File: src/rtl/alu_pkg.sv
// Shared definitions for the ALU arbiter slice: opcodes, width defaults, FSM encoding.
// Latency: n/a (definitions only).
// Backpressure: n/a.
package alu_pkg;

    localparam int DATA_W_DEF = 32;
    localparam int OP_W_DEF   = 4;

    // Opcodes understood by the shared ALU. The arbiter never decodes these.
    localparam logic [3:0] ALU_SLL = 4'b0000;
    localparam logic [3:0] ALU_SRL = 4'b0001;
    localparam logic [3:0] ALU_LUI = 4'b0010;
    localparam logic [3:0] ALU_ADD = 4'b0011;
    localparam logic [3:0] ALU_SUB = 4'b0100;
    localparam logic [3:0] ALU_AND = 4'b0101;
    localparam logic [3:0] ALU_NOR = 4'b0111;
    localparam logic [3:0] ALU_OR  = 4'b1000;

    typedef enum logic [1:0] {
        ST_IDLE = 2'd0,
        ST_EXEC = 2'd1,
        ST_RESP = 2'd2
    } arb_state_t;

endpackage

File: src/rtl/alu_arb_grant.sv
// Two-way grant selector: one-hot grant among valid requesters, fixed or round-robin priority.
// Latency: combinational.
// Backpressure: no grant while i_en is low.
// Ports: i_vld[1:0] request valids, i_last index granted last, i_en grant permitted this cycle,
//        o_grant[1:0] one-hot grant (all zero when nothing is granted).
module alu_arb_grant #(
    parameter bit RR_EN = 1'b0
) (
    input  logic [1:0] i_vld,
    input  logic       i_last,
    input  logic       i_en,
    output logic [1:0] o_grant
);

    always_comb begin
        o_grant = 2'b00;
        if (i_en) begin
            case (i_vld)
                2'b01:   o_grant = 2'b01;
                2'b10:   o_grant = 2'b10;
                // Contention: with round-robin the requester not served last wins,
                // otherwise requester 0 always wins.
                2'b11:   o_grant = (RR_EN && !i_last) ? 2'b10 : 2'b01;
                default: o_grant = 2'b00;
            endcase
        end
    end

endmodule

File: src/rtl/alu_arbiter.sv
// Arbitrates two requesters onto one external ALU and returns the captured result to the owner.
// Latency: grant in cycle N, rsp_valid in cycle N+2; at most one operation per 2 cycles.
// Backpressure: rsp_ready low holds the response and blocks all grants.
// Ports: clk/reset (sync, active-high); reqN_valid/ready/op/a/b/shamt per requester (N=0,1);
//        rsp_valid/ready/id/result/zero response channel; alu_op/a/b/shamt drive the ALU,
//        alu_result/alu_zero come back from it combinationally.
// Build option: define ALU_ARB_RR_EN for alternating priority under contention; without it
//        requester 0 always wins and no last-grant pointer is built.
module alu_arbiter
    import alu_pkg::*;
#(
    parameter int DATA_W = DATA_W_DEF,
    parameter int OP_W   = OP_W_DEF
) (
    input  logic              clk,
    input  logic              reset,
    input  logic              req0_valid,
    output logic              req0_ready,
    input  logic [OP_W-1:0]   req0_op,
    input  logic [DATA_W-1:0] req0_a,
    input  logic [DATA_W-1:0] req0_b,
    input  logic [4:0]        req0_shamt,
    input  logic              req1_valid,
    output logic              req1_ready,
    input  logic [OP_W-1:0]   req1_op,
    input  logic [DATA_W-1:0] req1_a,
    input  logic [DATA_W-1:0] req1_b,
    input  logic [4:0]        req1_shamt,
    output logic              rsp_valid,
    input  logic              rsp_ready,
    output logic              rsp_id,
    output logic [DATA_W-1:0] rsp_result,
    output logic              rsp_zero,
    output logic [OP_W-1:0]   alu_op,
    output logic [DATA_W-1:0] alu_a,
    output logic [DATA_W-1:0] alu_b,
    output logic [4:0]        alu_shamt,
    input  logic [DATA_W-1:0] alu_result,
    input  logic              alu_zero
);

    arb_state_t        r_state;
    arb_state_t        w_state_nxt;
    logic              w_grant_en;
    logic [1:0]        w_grant;
    logic              w_take;
    logic              w_last;

    logic [OP_W-1:0]   r_op;
    logic [DATA_W-1:0] r_a;
    logic [DATA_W-1:0] r_b;
    logic [4:0]        r_shamt;
    logic              r_id;
    logic              r_rsp_id;
    logic [DATA_W-1:0] r_rsp_result;
    logic              r_rsp_zero;

    // Grants happen only in IDLE or when the pending response is being consumed.
    // Reset masks grants so no requester sees a handshake that the reset would discard.
    always_comb begin
        w_state_nxt = r_state;
        w_grant_en  = 1'b0;
        case (r_state)
            ST_IDLE: begin
                w_grant_en = !reset;
                if (req0_valid || req1_valid) w_state_nxt = ST_EXEC;
            end
            ST_EXEC: begin
                w_state_nxt = ST_RESP;
            end
            ST_RESP: begin
                if (rsp_ready) begin
                    w_grant_en  = !reset;
                    w_state_nxt = (req0_valid || req1_valid) ? ST_EXEC : ST_IDLE;
                end
            end
            default: begin
                w_state_nxt = ST_IDLE;
            end
        endcase
    end

`ifdef ALU_ARB_RR_EN
    logic r_last;

    // Index of the most recent grant; 1 after reset so requester 0 wins first.
    always_ff @(posedge clk) begin
        if (reset) begin
            r_last <= 1'b1;
        end else if (w_take) begin
            r_last <= w_grant[1];
        end
    end

    assign w_last = r_last;

    alu_arb_grant #(.RR_EN(1'b1)) u_grant (
        .i_vld   ({req1_valid, req0_valid}),
        .i_last  (w_last),
        .i_en    (w_grant_en),
        .o_grant (w_grant)
    );
`else
    assign w_last = 1'b1;

    alu_arb_grant #(.RR_EN(1'b0)) u_grant (
        .i_vld   ({req1_valid, req0_valid}),
        .i_last  (w_last),
        .i_en    (w_grant_en),
        .o_grant (w_grant)
    );
`endif

    assign w_take     = |w_grant;
    assign req0_ready = w_grant[0];
    assign req1_ready = w_grant[1];

    always_ff @(posedge clk) begin
        if (reset) begin
            r_state      <= ST_IDLE;
            r_op         <= '0;
            r_a          <= '0;
            r_b          <= '0;
            r_shamt      <= '0;
            r_id         <= 1'b0;
            r_rsp_id     <= 1'b0;
            r_rsp_result <= '0;
            r_rsp_zero   <= 1'b0;
        end else begin
            r_state <= w_state_nxt;
            // Operand registers only move on a grant edge, so the ALU inputs stay
            // stable through EXEC and the whole RESP hold.
            if (w_take) begin
                r_op    <= w_grant[1] ? req1_op    : req0_op;
                r_a     <= w_grant[1] ? req1_a     : req0_a;
                r_b     <= w_grant[1] ? req1_b     : req0_b;
                r_shamt <= w_grant[1] ? req1_shamt : req0_shamt;
                r_id    <= w_grant[1];
            end
            if (r_state == ST_EXEC) begin
                r_rsp_result <= alu_result;
                r_rsp_zero   <= alu_zero;
                r_rsp_id     <= r_id;
            end
        end
    end

    assign rsp_valid  = (r_state == ST_RESP);
    assign rsp_id     = r_rsp_id;
    assign rsp_result = r_rsp_result;
    assign rsp_zero   = r_rsp_zero;

    assign alu_op    = r_op;
    assign alu_a     = r_a;
    assign alu_b     = r_b;
    assign alu_shamt = r_shamt;

endmodule

File: config.mk
export PLATFORM = sky130hd
export DESIGN_NAME = alu_arbiter
export DESIGN_NICKNAME = d
export VERILOG_FILES = /design/src/rtl/alu_pkg.sv /design/src/rtl/alu_arb_grant.sv /design/src/rtl/alu_arbiter.sv
export SDC_FILE = /design/constraint.sdc
export NUM_CORES = 1
export LEC_CHECK = 0
export ABC_AREA = 0
export CAP_MARGIN = 25
export CORE_AREA = 2 2 115 117
export DETAILED_ROUTE_END_ITERATION = 8
export DIE_AREA = 0 0 117 119
export DONT_BUFFER_PORTS = 1
export RECOVER_POWER = 25
export SKIP_CTS_REPAIR_TIMING = 1
export SLEW_MARGIN = 40
export SYNTH_ARGS = -nofsm -noshare
export SYNTH_HDL_FRONTEND = slang
export SYNTH_SLANG_ARGS = --single-unit
File: constraint.sdc
create_clock -name clk -period 1.75 [get_ports clk]
set_clock_uncertainty 0.2 [all_clocks]
set_input_delay 0.175 -clock clk [delete_from_list [all_inputs] [get_ports clk]]
set_output_delay 0.175 -clock clk [all_outputs]
set_load 0.1 [all_outputs]
==> qor.csv <==
stage,metric,value,unit
pwr,Pwr Density,1090,nW/um^2
timing,min Tclk post-route,1.76,ns
floorplanning,site row count,42,
yosys,Synth Area per Inst,8.79,um^2
hold_path,worst min-delay path category,input pin to flop,
setup_path,arrival time at the worst endpoint,1.38,ns
setup_path,CP endpoint kind,output pin,
routing,post-route ant nets,0,
yosys,post-synthesis sequential area ratio,47.3,%
place,"worst slack, placed",0.0487,ns
setup_path,Critical Path Fanout Max,7,
yosys,Yosys reg bits,110,
run_status,status,"complete, but fails checks",
yosys,ys async rst share,0,%
job,Max Cap Viol,0,
routing,Via density,5.17,
layout,Final Net Count,925,
setup_path,startpoint types,flop,
routing,1st-iter DRT viols,206,
floorplanning,Die Ht,119,um
setup_path,"Req. time, crit path",1.37,ns
pwr,Pleak,0.00352,uW
yosys,"EDFF count, synth",0,
hold_path,WHS Path Cells,3,
yosys,post-synthesis cell area,4660,um^2
setup_path,CP Class,flop to output pin,
floorplanning,CORE AREA,12900,um^2
timing,Fmax,0.569,GHz
yosys,Yosys cell types,24,
place,Placer Congestion,0.730,
clock_tree,Clock Sinks,110,
timing,RSZ-0062 raised after global routing,true,
floorplanning,IO Pins,294,
layout,layout cells sized above 1,19.4,%
clock_tree,clock tree from TritonCTS,done,
routing,DRC,0,
clock_tree,Worst-Skew Late Latency,0.35,ns
grt,Congestion Overflow GR,0,
grt,Total GRT Usage,17.0,%
pwr,VDD IR max,0.504,mV
routing,vias post-DR,4767,
timing,final setup margin,-0.00599,ns
timing,Relative slew margins,56.2,%
layout,Area Growth Syn to Fin,54.6,%
place,IO Port Bufs,0,
floorplanning,die width,117,um
timing,setup violators final,2,
place,DP HPWL,8840,um
clock_tree,htree depth,3,
grt,initial antenna violation count,0,
timing,Final Hold Fails,1,
layout,post-layout util,56.0,%
clock_tree,"Clk pin slew, worst setup/hold paths",0.07,ns
yosys,Yosys Warn Count,0,
timing,Slew Limit Fails,0,
grt,largest net degree at the start of global routing,92,
floorplanning,Die Area,13900,um^2
grt,first-pass GRT wire length,18700,um
routing,router iterations before antenna repair,6,
yosys,Syn Nets,714,
setup_path,worst r2r path cells,4,
layout,Ant. Diodes,0,
routing,final WL,15200,um
yosys,Most used DFF post-synth,dfxtp_1,
grt,vias in the first global route,3896,
timing,final period utilization,100,%
floorplanning,Initial Utilization,36.2,%
run_status,violated checks,"hold timing, setup timing",
yosys,Gate Count Post-Synth,530,
timing,Hold Slack,-0.0157,ns
clock_tree,CTS buffer count,9,
routing,Avg WL per Cell,16.5,um
timing,Worst Tran Pin Value,0.657,ns
clock_tree,Root Buffer Master,clkbuf_16,
clock_tree,maximum buffer depth of the clock tree,2,
synth_stat cells, drive strengths merged (2+ instances only):
cell,n,area share [%]
clkbuf,20,1.6
a21oi,35,3.8
o2bb2ai,21,3.9
buf,29,3.8
nor2,2,0.16
inv,105,8.5
nand2b,3,0.40
a22oi,21,3.4
dfxtp,110,47
o22a,52,9.8
a221oi,52,9.8
nor2b,3,0.56
nand2,69,5.6
cell type report:
| class | instances | area [um^2] |
|---|---|---|
| Clock buffer | 13 | 260 |
| Multi-Input combinational cell | 266 | 1840 |
| Timing Repair Buffer | 249 | 2240 |
| Tap cell | 176 | 220 |
| Clock inverter | 3 | 42.5 |
| Fill cell | 1100 | 5670 |
| Inverter | 105 | 394 |
| Sequential cell | 110 | 2210 |
cell usage in the layout, fill, tap and decap left out, types with 2 or more instances in the layout:
master           n
o22a_1          52
nor2b_4          2
buf_12           6
a21oi_1         35
a22oi_1         21
nand2b_1         3
clkbuf_2        13
inv_1          105
clkbuf_16        9
buf_4          100
o2bb2ai_1       21
clkbuf_1         2
dlygate4sd3_1  130
nand2_1         68
a221oi_1        52
dfxtp_1        108
clkbuf_8         2
registers in the layout (all words and copies together) (netlist names):
signal,cells
alu_op,4
r_state,2
r_id,1
rsp_zero,1
rsp_id,1
rsp_result,32
alu_shamt,5
alu_a,32
alu_b,32
worst max-delay path, stage by stage, from the launching register on:
cell     delay, ns
dfxtp_4       0.38
nor2_4        0.10
and3_2        0.54
kinds of logic after synthesis:
| family | share of synthesized area (%) |
|---|---|
| buf+inv | 13.9 |
| flops | 47.3 |
| simple gates | 7.71 |
| compound gates | 31.1 |
stage by stage:
stage	std cells	TNS (ns)	total power (uW)	area (um^2)	hold slack (ns)
after floorplan	530	-0.488	5060	4670	0.111
after global placement	774	0	5470	5580	0.0624
after detailed placement	774	0	5510	5580	0.0654
after CTS	790	-0.282	7590	5880	-0.309
after global routing	922	-0.266	8140	7210	0.00456
final	922	-0.00779	7840	7210	-0.0157
layer usage:
metal	track usage (%)	vias to the layer above	share of wire (%)
met4	7.43	0	2.6
met3	4.58	31	6.5
li1	-	2263	-
met5	0	-	0
met1	19.1	2263	39
met2	29.8	210	52
worst paths after layout:
path                          startpoint                     endpoint  slack (ns)
min reg2reg  rsp_result[22]$_SDFFE_PP0N_  rsp_result[22]$_SDFFE_PP0N_        0.26
max reg2reg      r_state[0]$_SDFFE_PP0P_  rsp_result[23]$_SDFFE_PP0N_        0.11
max              r_state[0]$_SDFFE_PP0P_                   req0_ready      -0.006
min                            req1_a[2]        alu_a[2]$_SDFFE_PP0P_       -0.02
power breakdown:
| part | switching [uW] | internal (uW) |
|---|---|---|
| clock | 895 | 1190 |
| sequential | 119 | 2730 |
| combinational | 2130 | 779 |
| total | 3150 | 4700 |
Power figures use the tool's default switching activity.
